==> config.mk <==
export PLATFORM = sky130hd
export DESIGN_NAME = program_loader_flat
export DESIGN_NICKNAME = d
export VERILOG_FILES = /design/src/rtl/program_loader_if.sv /design/src/rtl/program_loader.sv /design/src/flat_wrapper.sv
export SDC_FILE = /design/constraint.sdc
export NUM_CORES = 1
export LEC_CHECK = 0
export ABC_AREA = 0
export CAP_MARGIN = 20
export CORE_MARGIN = 8
export CORE_UTILIZATION = 50
export CTS_CLUSTER_DIAMETER = 150
export CTS_CLUSTER_SIZE = 16
export DETAILED_ROUTE_END_ITERATION = 16
export DONT_BUFFER_PORTS = 1
export SLEW_MARGIN = 5
export SYNTH_ARGS = -nofsm -noshare
export SYNTH_HDL_FRONTEND = slang
export SYNTH_SLANG_ARGS = --single-unit
==> constraint.sdc <==
create_clock -name clk -period 4.6 [get_ports clk]
set_input_delay 0.92 -clock clk [delete_from_list [all_inputs] [get_ports clk]]
set_output_delay 0.92 -clock clk [all_outputs]
set_load 0.05 [all_outputs]
==> src/rtl/program_loader_if.sv <==
// Host byte link between the host and program_loader: one byte per valid&ready handshake.
interface program_loader_if #(
  parameter int NB_BYTE = 8
);
  logic [NB_BYTE-1:0] rx_data;
  logic               rx_valid;
  logic               rx_ready;

  modport master (output rx_data, output rx_valid, input rx_ready);
  modport slave  (input rx_data, input rx_valid, output rx_ready);
endinterface

==> src/rtl/program_loader.sv <==
// Loads a byte-streamed program into instruction memory, resets the pipeline and supervises its run.
// Optional writeback trace FIFO enabled by defining PROGRAM_LOADER_TRACE_EN.
module program_loader #(
  parameter int NB_DATA      = 32,
  parameter int NB_ADDR      = 5,
  parameter int NB_BYTE      = 8,
  parameter int MAX_INSTR    = 256,
  parameter int RESET_CYCLES = 4,
  parameter int MAX_CYCLES   = 4096,
  parameter int TRACE_DEPTH  = 16
) (
  input  logic                         clk,
  input  logic                         i_rst,
  program_loader_if.slave              rx,
  input  logic                         i_reload,
  output logic                         o_we_IF,
  output logic [NB_DATA-1:0]           o_instruction_data,
  output logic [31:0]                  o_inst_addr,
  output logic                         o_halt,
  output logic                         o_pipe_rst_n,
  input  logic                         i_end_of_prog,
  input  logic                         i_wb_enable,
  input  logic [NB_ADDR-1:0]           i_wb_reg,
  input  logic [NB_DATA-1:0]           i_wb_data,
  input  logic                         i_trace_pop,
  output logic                         o_trace_valid,
  output logic [NB_ADDR+NB_DATA-1:0]   o_trace_data,
  output logic                         o_trace_overflow,
  output logic [$clog2(MAX_INSTR):0]   o_instr_count,
  output logic [31:0]                  o_cycle_count,
  output logic                         o_done,
  output logic                         o_timeout
);

  localparam int CW    = $clog2(MAX_INSTR) + 1;
  localparam int BPW   = NB_DATA / NB_BYTE;
  localparam int IDX_W = (BPW > 1) ? $clog2(BPW) : 1;
  localparam int PRE_W = $clog2(RESET_CYCLES + 1);

  typedef enum logic [2:0] {S_LOAD, S_WRITE, S_PRESET, S_RUN, S_DONE} state_t;

  state_t             state_q, state_d;
  logic [IDX_W-1:0]   idx_q, idx_d;
  logic [NB_DATA-1:0] shift_q, shift_d;
  logic [NB_DATA-1:0] data_q, data_d;
  logic [NB_DATA-1:0] word_nxt;
  logic [CW-1:0]      count_q, count_d;
  logic [31:0]        addr_q, addr_d;
  logic [PRE_W-1:0]   pre_q, pre_d;
  logic [31:0]        cyc_q, cyc_d;
  logic               timeout_q, timeout_d;
  logic               fifo_clr;

  function automatic logic [31:0] sat_inc(input logic [31:0] v);
    return (v == 32'hFFFF_FFFF) ? v : v + 32'd1;
  endfunction

  assign word_nxt = {shift_q[NB_DATA-NB_BYTE-1:0], rx.rx_data};

  always_comb begin
    state_d      = state_q;
    idx_d        = idx_q;
    shift_d      = shift_q;
    data_d       = data_q;
    count_d      = count_q;
    addr_d       = addr_q;
    pre_d        = pre_q;
    cyc_d        = cyc_q;
    timeout_d    = timeout_q;
    fifo_clr     = 1'b0;
    rx.rx_ready  = 1'b0;
    o_we_IF      = 1'b0;
    o_halt       = 1'b1;
    o_pipe_rst_n = 1'b0;
    o_done       = 1'b0;
    case (state_q)
      S_LOAD: begin
        rx.rx_ready = 1'b1;
        if (rx.rx_valid) begin
          shift_d = word_nxt;
          if (idx_q == IDX_W'(BPW - 1)) begin
            idx_d   = '0;
            data_d  = word_nxt;
            state_d = S_WRITE;
          end else begin
            idx_d = idx_q + IDX_W'(1);
          end
        end
      end
      S_WRITE: begin
        o_we_IF = 1'b1;
        count_d = count_q + CW'(1);
        addr_d  = addr_q + 32'd4;
        // A HALT opcode or a full memory ends loading; nothing is appended on the full exit.
        if (data_q[NB_DATA-1 -: 6] == 6'b111111 || count_q == CW'(MAX_INSTR - 1)) begin
          state_d = S_PRESET;
          pre_d   = '0;
        end else begin
          state_d = S_LOAD;
        end
      end
      S_PRESET: begin
        if (pre_q == PRE_W'(RESET_CYCLES - 1)) state_d = S_RUN;
        else                                   pre_d   = pre_q + PRE_W'(1);
      end
      S_RUN: begin
        o_halt       = 1'b0;
        o_pipe_rst_n = 1'b1;
        cyc_d        = sat_inc(cyc_q);
        if (i_end_of_prog) begin
          state_d = S_DONE;
        end else if (cyc_q == 32'(MAX_CYCLES - 1)) begin
          state_d   = S_DONE;
          timeout_d = 1'b1;
        end
      end
      S_DONE: begin
        o_pipe_rst_n = 1'b1;
        o_done       = 1'b1;
        if (i_reload) begin
          state_d   = S_LOAD;
          count_d   = '0;
          addr_d    = '0;
          cyc_d     = '0;
          timeout_d = 1'b0;
          fifo_clr  = 1'b1;
        end
      end
      default: state_d = S_LOAD;
    endcase
  end

  always_ff @(posedge clk) begin
    if (i_rst) begin
      state_q   <= S_LOAD;
      idx_q     <= '0;
      data_q    <= '0;
      count_q   <= '0;
      addr_q    <= '0;
      pre_q     <= '0;
      cyc_q     <= '0;
      timeout_q <= 1'b0;
    end else begin
      state_q   <= state_d;
      idx_q     <= idx_d;
      data_q    <= data_d;
      count_q   <= count_d;
      addr_q    <= addr_d;
      pre_q     <= pre_d;
      cyc_q     <= cyc_d;
      timeout_q <= timeout_d;
    end
  end

  always_ff @(posedge clk) begin
    shift_q <= shift_d;
  end

  assign o_instruction_data = data_q;
  assign o_inst_addr        = addr_q;
  assign o_instr_count      = count_q;
  assign o_cycle_count      = cyc_q;
  assign o_timeout          = timeout_q;

`ifdef PROGRAM_LOADER_TRACE_EN
  localparam int PW = $clog2(TRACE_DEPTH);

  logic [NB_ADDR+NB_DATA-1:0] mem_q [TRACE_DEPTH];
  logic [PW:0] wr_q, wr_d, rd_q, rd_d;
  logic        ovf_q, ovf_d;
  logic        empty, full, push_req, push, pop;

  // Pointers carry one wrap bit so full and empty are distinguishable.
  always_comb begin
    empty    = (wr_q == rd_q);
    full     = (wr_q[PW] != rd_q[PW]) && (wr_q[PW-1:0] == rd_q[PW-1:0]);
    pop      = i_trace_pop && !empty;
    push_req = (state_q == S_RUN) && i_wb_enable && (i_wb_reg != '0);
    push     = push_req && (!full || pop);
    wr_d     = wr_q + {{PW{1'b0}}, push};
    rd_d     = rd_q + {{PW{1'b0}}, pop};
    ovf_d    = ovf_q || (push_req && !push);
    if (fifo_clr) begin
      wr_d  = '0;
      rd_d  = '0;
      ovf_d = 1'b0;
    end
  end

  always_ff @(posedge clk) begin
    if (i_rst) begin
      wr_q  <= '0;
      rd_q  <= '0;
      ovf_q <= 1'b0;
    end else begin
      wr_q  <= wr_d;
      rd_q  <= rd_d;
      ovf_q <= ovf_d;
    end
  end

  always_ff @(posedge clk) begin
    if (push) mem_q[wr_q[PW-1:0]] <= {i_wb_reg, i_wb_data};
  end

  assign o_trace_valid    = !empty;
  assign o_trace_data     = mem_q[rd_q[PW-1:0]];
  assign o_trace_overflow = ovf_q;
`else
  logic unused_trace;
  assign unused_trace     = ^{i_trace_pop, i_wb_enable, i_wb_reg, i_wb_data, fifo_clr};
  assign o_trace_valid    = 1'b0;
  assign o_trace_data     = '0;
  assign o_trace_overflow = 1'b0;
`endif

endmodule

==> src/flat_wrapper.sv <==
// flat-port wrapper written by rule: the top's interface ports become plain ports
module program_loader_flat 
#(
  parameter int NB_DATA      = 32,
  parameter int NB_ADDR      = 5,
  parameter int NB_BYTE      = 8,
  parameter int MAX_INSTR    = 256,
  parameter int RESET_CYCLES = 4,
  parameter int MAX_CYCLES   = 4096,
  parameter int TRACE_DEPTH  = 16
)
  (clk, i_rst, i_reload, o_we_IF, o_instruction_data, o_inst_addr, o_halt, o_pipe_rst_n, i_end_of_prog, i_wb_enable, i_wb_reg, i_wb_data, i_trace_pop, o_trace_valid, o_trace_data, o_trace_overflow, o_instr_count, o_cycle_count, o_done, o_timeout, rx_rx_data, rx_rx_valid, rx_rx_ready);
  program_loader_if #(.NB_BYTE(NB_BYTE)) rx_i ();
  input  logic clk;
  input  logic i_rst;
  input  logic i_reload;
  output logic o_we_IF;
  output logic [NB_DATA-1:0] o_instruction_data;
  output logic [31:0] o_inst_addr;
  output logic o_halt;
  output logic o_pipe_rst_n;
  input  logic i_end_of_prog;
  input  logic i_wb_enable;
  input  logic [NB_ADDR-1:0] i_wb_reg;
  input  logic [NB_DATA-1:0] i_wb_data;
  input  logic i_trace_pop;
  output logic o_trace_valid;
  output logic [NB_ADDR+NB_DATA-1:0] o_trace_data;
  output logic o_trace_overflow;
  output logic [$clog2(MAX_INSTR):0] o_instr_count;
  output logic [31:0] o_cycle_count;
  output logic o_done;
  output logic o_timeout;
  input wire logic [$bits(rx_i.rx_data)-1:0] rx_rx_data;
  input wire logic [$bits(rx_i.rx_valid)-1:0] rx_rx_valid;
  output wire logic [$bits(rx_i.rx_ready)-1:0] rx_rx_ready;
  assign rx_i.rx_data = rx_rx_data;
  assign rx_i.rx_valid = rx_rx_valid;
  assign rx_rx_ready = rx_i.rx_ready;
  program_loader #(.NB_DATA(NB_DATA), .NB_ADDR(NB_ADDR), .NB_BYTE(NB_BYTE), .MAX_INSTR(MAX_INSTR), .RESET_CYCLES(RESET_CYCLES), .MAX_CYCLES(MAX_CYCLES), .TRACE_DEPTH(TRACE_DEPTH)) u_core (.clk(clk), .i_rst(i_rst), .rx(rx_i), .i_reload(i_reload), .o_we_IF(o_we_IF), .o_instruction_data(o_instruction_data), .o_inst_addr(o_inst_addr), .o_halt(o_halt), .o_pipe_rst_n(o_pipe_rst_n), .i_end_of_prog(i_end_of_prog), .i_wb_enable(i_wb_enable), .i_wb_reg(i_wb_reg), .i_wb_data(i_wb_data), .i_trace_pop(i_trace_pop), .o_trace_valid(o_trace_valid), .o_trace_data(o_trace_data), .o_trace_overflow(o_trace_overflow), .o_instr_count(o_instr_count), .o_cycle_count(o_cycle_count), .o_done(o_done), .o_timeout(o_timeout));
endmodule
==> impl_metrics.py <==
metrics = {
    "status": {
        "status": "complete, no violations",
    },
    "grt": {
        "antenna_found_initial": 0,
        "grt-ovfl-total": 0,
        "grtUsageMet2": 0.259,
        "grt_max_degree": 52,
        "use_met1": 0.200,
        "grtUsageTotal": 0.170,
        "grt_busiest_layer": "met2",
        "grtUsageMet3": 0.0890,
        "grt_pass1_vias": 4264,
        "grt_pass1_wl_mm": 22.1,
    },
    "synthesis": {
        "synth_area_leaders": "dfxtp_1 (37%), edfxtp_1 (12%), nand2_1 (6.6%), a21oi_1 (5.1%), buf_4 (5.1%)",
        "synth_top_area_share": 0.371,
        "synth_warnings": 0,
        "yosys.area.top_type": "dfxtp_1",
        "ys.flop_type": "dfxtp_1",
        "synthCells": 677,
        "synth-edff-count": 24,
        "ys_seq_area_frac": 0.490,
        "async_flop_share": 0,
        "synth.cell_area_um2": 6050,
        "yosysUniqueCellTypes": 55,
        "ys_ff_latch": 136,
        "avgSynthCellArea_um2": 8.94,
    },
    "drt": {
        "dr_total_vias": 4605,
        "dr.pass1.iters": 5,
        "drcViolationCount": 0,
        "drt_iter0_markers": 244,
        "wire_per_inst_um": 16.2,
        "antenna_left": 0,
        "routed_wl_mm": 13.5,
        "viasPerCell": 5.53,
    },
    "sta": {
        "period_share": 0.664,
        "timing.final.hold_violations": 0,
        "rsz0062_at_grt": "no",
        "fin_skew_ns": 0.00876,
        "fin_crit_ns": 3.05,
        "worst_slew_margin_rel": 0.344,
        "tightest_slew_ns": 0.983,
        "tns_ns": 0,
        "setup_slack_ns": 1.55,
        "holdWs_ns": 0.448,
        "fmax_mhz": 328,
        "drv_slew": 0,
        "setup_viol": 0,
    },
    "setup_path": {
        "reg2reg_slack_ns": 1.62,
        "cp_slowest_cell": "dfxtp_1",
        "crit_path_max_fanout": 16,
        "crit_path_end_kind": "output port",
        "reg2reg_to": "u_core.o_instruction_data[29]",
        "critPathArrivalTime_ns": 2.13,
        "crit_chain": "nor2_1 -> and2_1 -> or2_2",
        "cp-start-kind": "flip-flop",
        "cp_top_family": "simple AND/OR/NAND/NOR gates",
        "critPathRequiredTime_ns": 3.68,
        "crit_type": "reg -> out",
        "crit_path_max_incr_delay_ns": 0.63,
        "reg2reg_depth": 7,
        "cp_num_buf_inv": 0,
        "r2r_start": "u_core.state_q[2]",
    },
    "floorplan": {
        "die_h_um": 126,
        "dieArea_um2": 15900,
        "coreArea_um2": 11900,
        "pin_count": 202,
        "die_x_um": 126,
        "start_util": 0.508,
        "num_rows": 40,
    },
    "place": {
        "place_ws_ns": 1.58,
        "port_buffers": 0,
        "dpl.hpwl_mm": 9.64,
        "placed_area_um2": 6040,
        "gp_congestion": 0.806,
        "dp_cells": 801,
    },
    "clocking": {
        "htreeDepth": 4,
        "cts.clk_slew.worst_paths_ns": 0.06,
        "hold_buffers": 0,
        "cts_tree": "built",
        "clockRootBuffer": "clkbuf_16",
        "cts_buffers": 17,
        "postCtsSetupBuffers": 0,
        "clkLatencyLatePin_ns": 0.41,
        "ctsResizeCount": 0,
        "clkSinkCount": 136,
        "clock_path_buffers": 2,
    },
    "final_layout": {
        "postLayoutCellArea_um2": 6590,
        "fin_nets": 732,
        "final_cells": 833,
        "multi_input_area_um2": 2790,
        "num-fill-cells": 1120,
        "final-seq-area_um2": 2960,
        "syn2layout_area_growth_pct": 8.87,
        "n_antenna_cell": 0,
        "drive_gt1_frac": 0.0845,
    },
    "worst_hold_path": {
        "holdCritPathClass": "reg -> reg",
        "whs_endpoint": "u_core.shift_q[18]",
        "min-delay-start": "u_core.shift_q[10]",
        "holdPathStages": 0,
    },
    "power": {
        "p_per_area_nw_per_um2": 406,
        "power.leakage_nw": 2.31,
        "peakVddDrop_v": 0.000268,
    },
    "flow_run": {
        "drv_cap": 0,
    },
}
-- sequential cells by signal, indices dropped and copies added (netlist names) --
| signal | cells |
|---|---|
| u_core.o_instruction_data | 32 |
| u_core.pre_q | 3 |
| u_core.o_instr_count | 9 |
| u_core.idx_q | 2 |
| u_core.o_timeout | 1 |
| u_core.o_cycle_count | 32 |
| u_core.state_q | 3 |
| u_core.o_inst_addr | 30 |
| u_core.shift_q | 24 |
-- Yosys cell counts, types with 6 or more instances --
cell and number:
dfxtp_1 112, inv_1 7, a211oi_1 8, clkbuf_1 25
nand2b_1 6, edfxtp_1 24, nor2_1 64, nand4_1 26
o21ai_0 10, a21oi_1 62, nor4_1 9, ha_1 7
and2_1 6, buf_4 41, or3_1 17, and3_1 9
nand3_1 22, nand2_1 106, xnor2_1 14, o21ai_1 8
nor3_1 11, xor2_1 27
-- worst max path at each step --
stage          depth (start not counted)  slack, ns               from                       endpoint
2_1_floorplan                          8       1.43  u_core.state_q[0]  u_core.o_instruction_data[26]
3_3_place_gp                           7       1.60  u_core.state_q[2]  u_core.o_instruction_data[27]
3_5_place_dp                           7       1.58  u_core.state_q[2]   u_core.o_instruction_data[2]
4_1_cts                                3       1.54  u_core.state_q[1]                   o_pipe_rst_n
5_1_grt                                7       1.24  u_core.state_q[2]  u_core.o_instruction_data[29]
6_report                               3       1.55  u_core.state_q[1]                   o_pipe_rst_n
-- cells in the final DEF (no fill, tap or decap), drive strengths merged, types with 12 or more instances in the layout --
cell type and instances:
inv 16, nor3 12, clkbuf 18, dfxtp 112
a21oi 67, nor2 64, nand3 22, edfxtp 24
o21ai 18, conb 41, nand2 106, xnor2 14
xor2 27, or3 17, nand4 28
-- metrics by stage --
step | utilization | power [mW]
after detailed placement | 0.507 | 1.44
after floorplan | - | 1.45
after CTS | 0.553 | 2.70
after global routing | 0.553 | 2.77
after global placement | 0.505 | 1.44
final | 0.553 | 2.67
-- logic make-up (layout without fill, tap and decap cells) --
group | count (synthesis) | count (layout) | synth area share
multiplexers | 3 | 3 | 0.00496
XOR/XNOR | 41 | 41 | 0.0593
other | 1 | 41 | 0.000620
AND/OR/NAND/NOR | 298 | 298 | 0.242
adder cells (fa/ha/maj) | 7 | 7 | 0.0145
buffers and inverters | 78 | 47 | 0.0757
AO/OA/AOI/OAI | 113 | 113 | 0.113
flip-flops | 136 | 136 | 0.490
-- area by class of cell --
cell class	instances	area share
Sequential cell	136	0.450
Timing Repair Buffer	7	0.0110
Multi-Input combinational cell	503	0.423
Clock buffer	18	0.0667
Inverter	8	0.00456
Clock inverter	14	0.0169
Tap cell	147	0.0279
-- where the power goes --
| part | internal [mW] | switching (mW) | total (mW) |
|---|---|---|---|
| logic | 0.0167 | 0.126 | 0.143 |
| clock network | 0.716 | 0.540 | 1.26 |
| registers | 1.24 | 0.0297 | 1.27 |
-- metal layers --
layer	wire (um)	vias up
met5	0	-
met2	6130	162
met3	1550	10
met4	116	0
li1	-	2291
met1	5740	2142
Power figures use the tool's default switching activity.
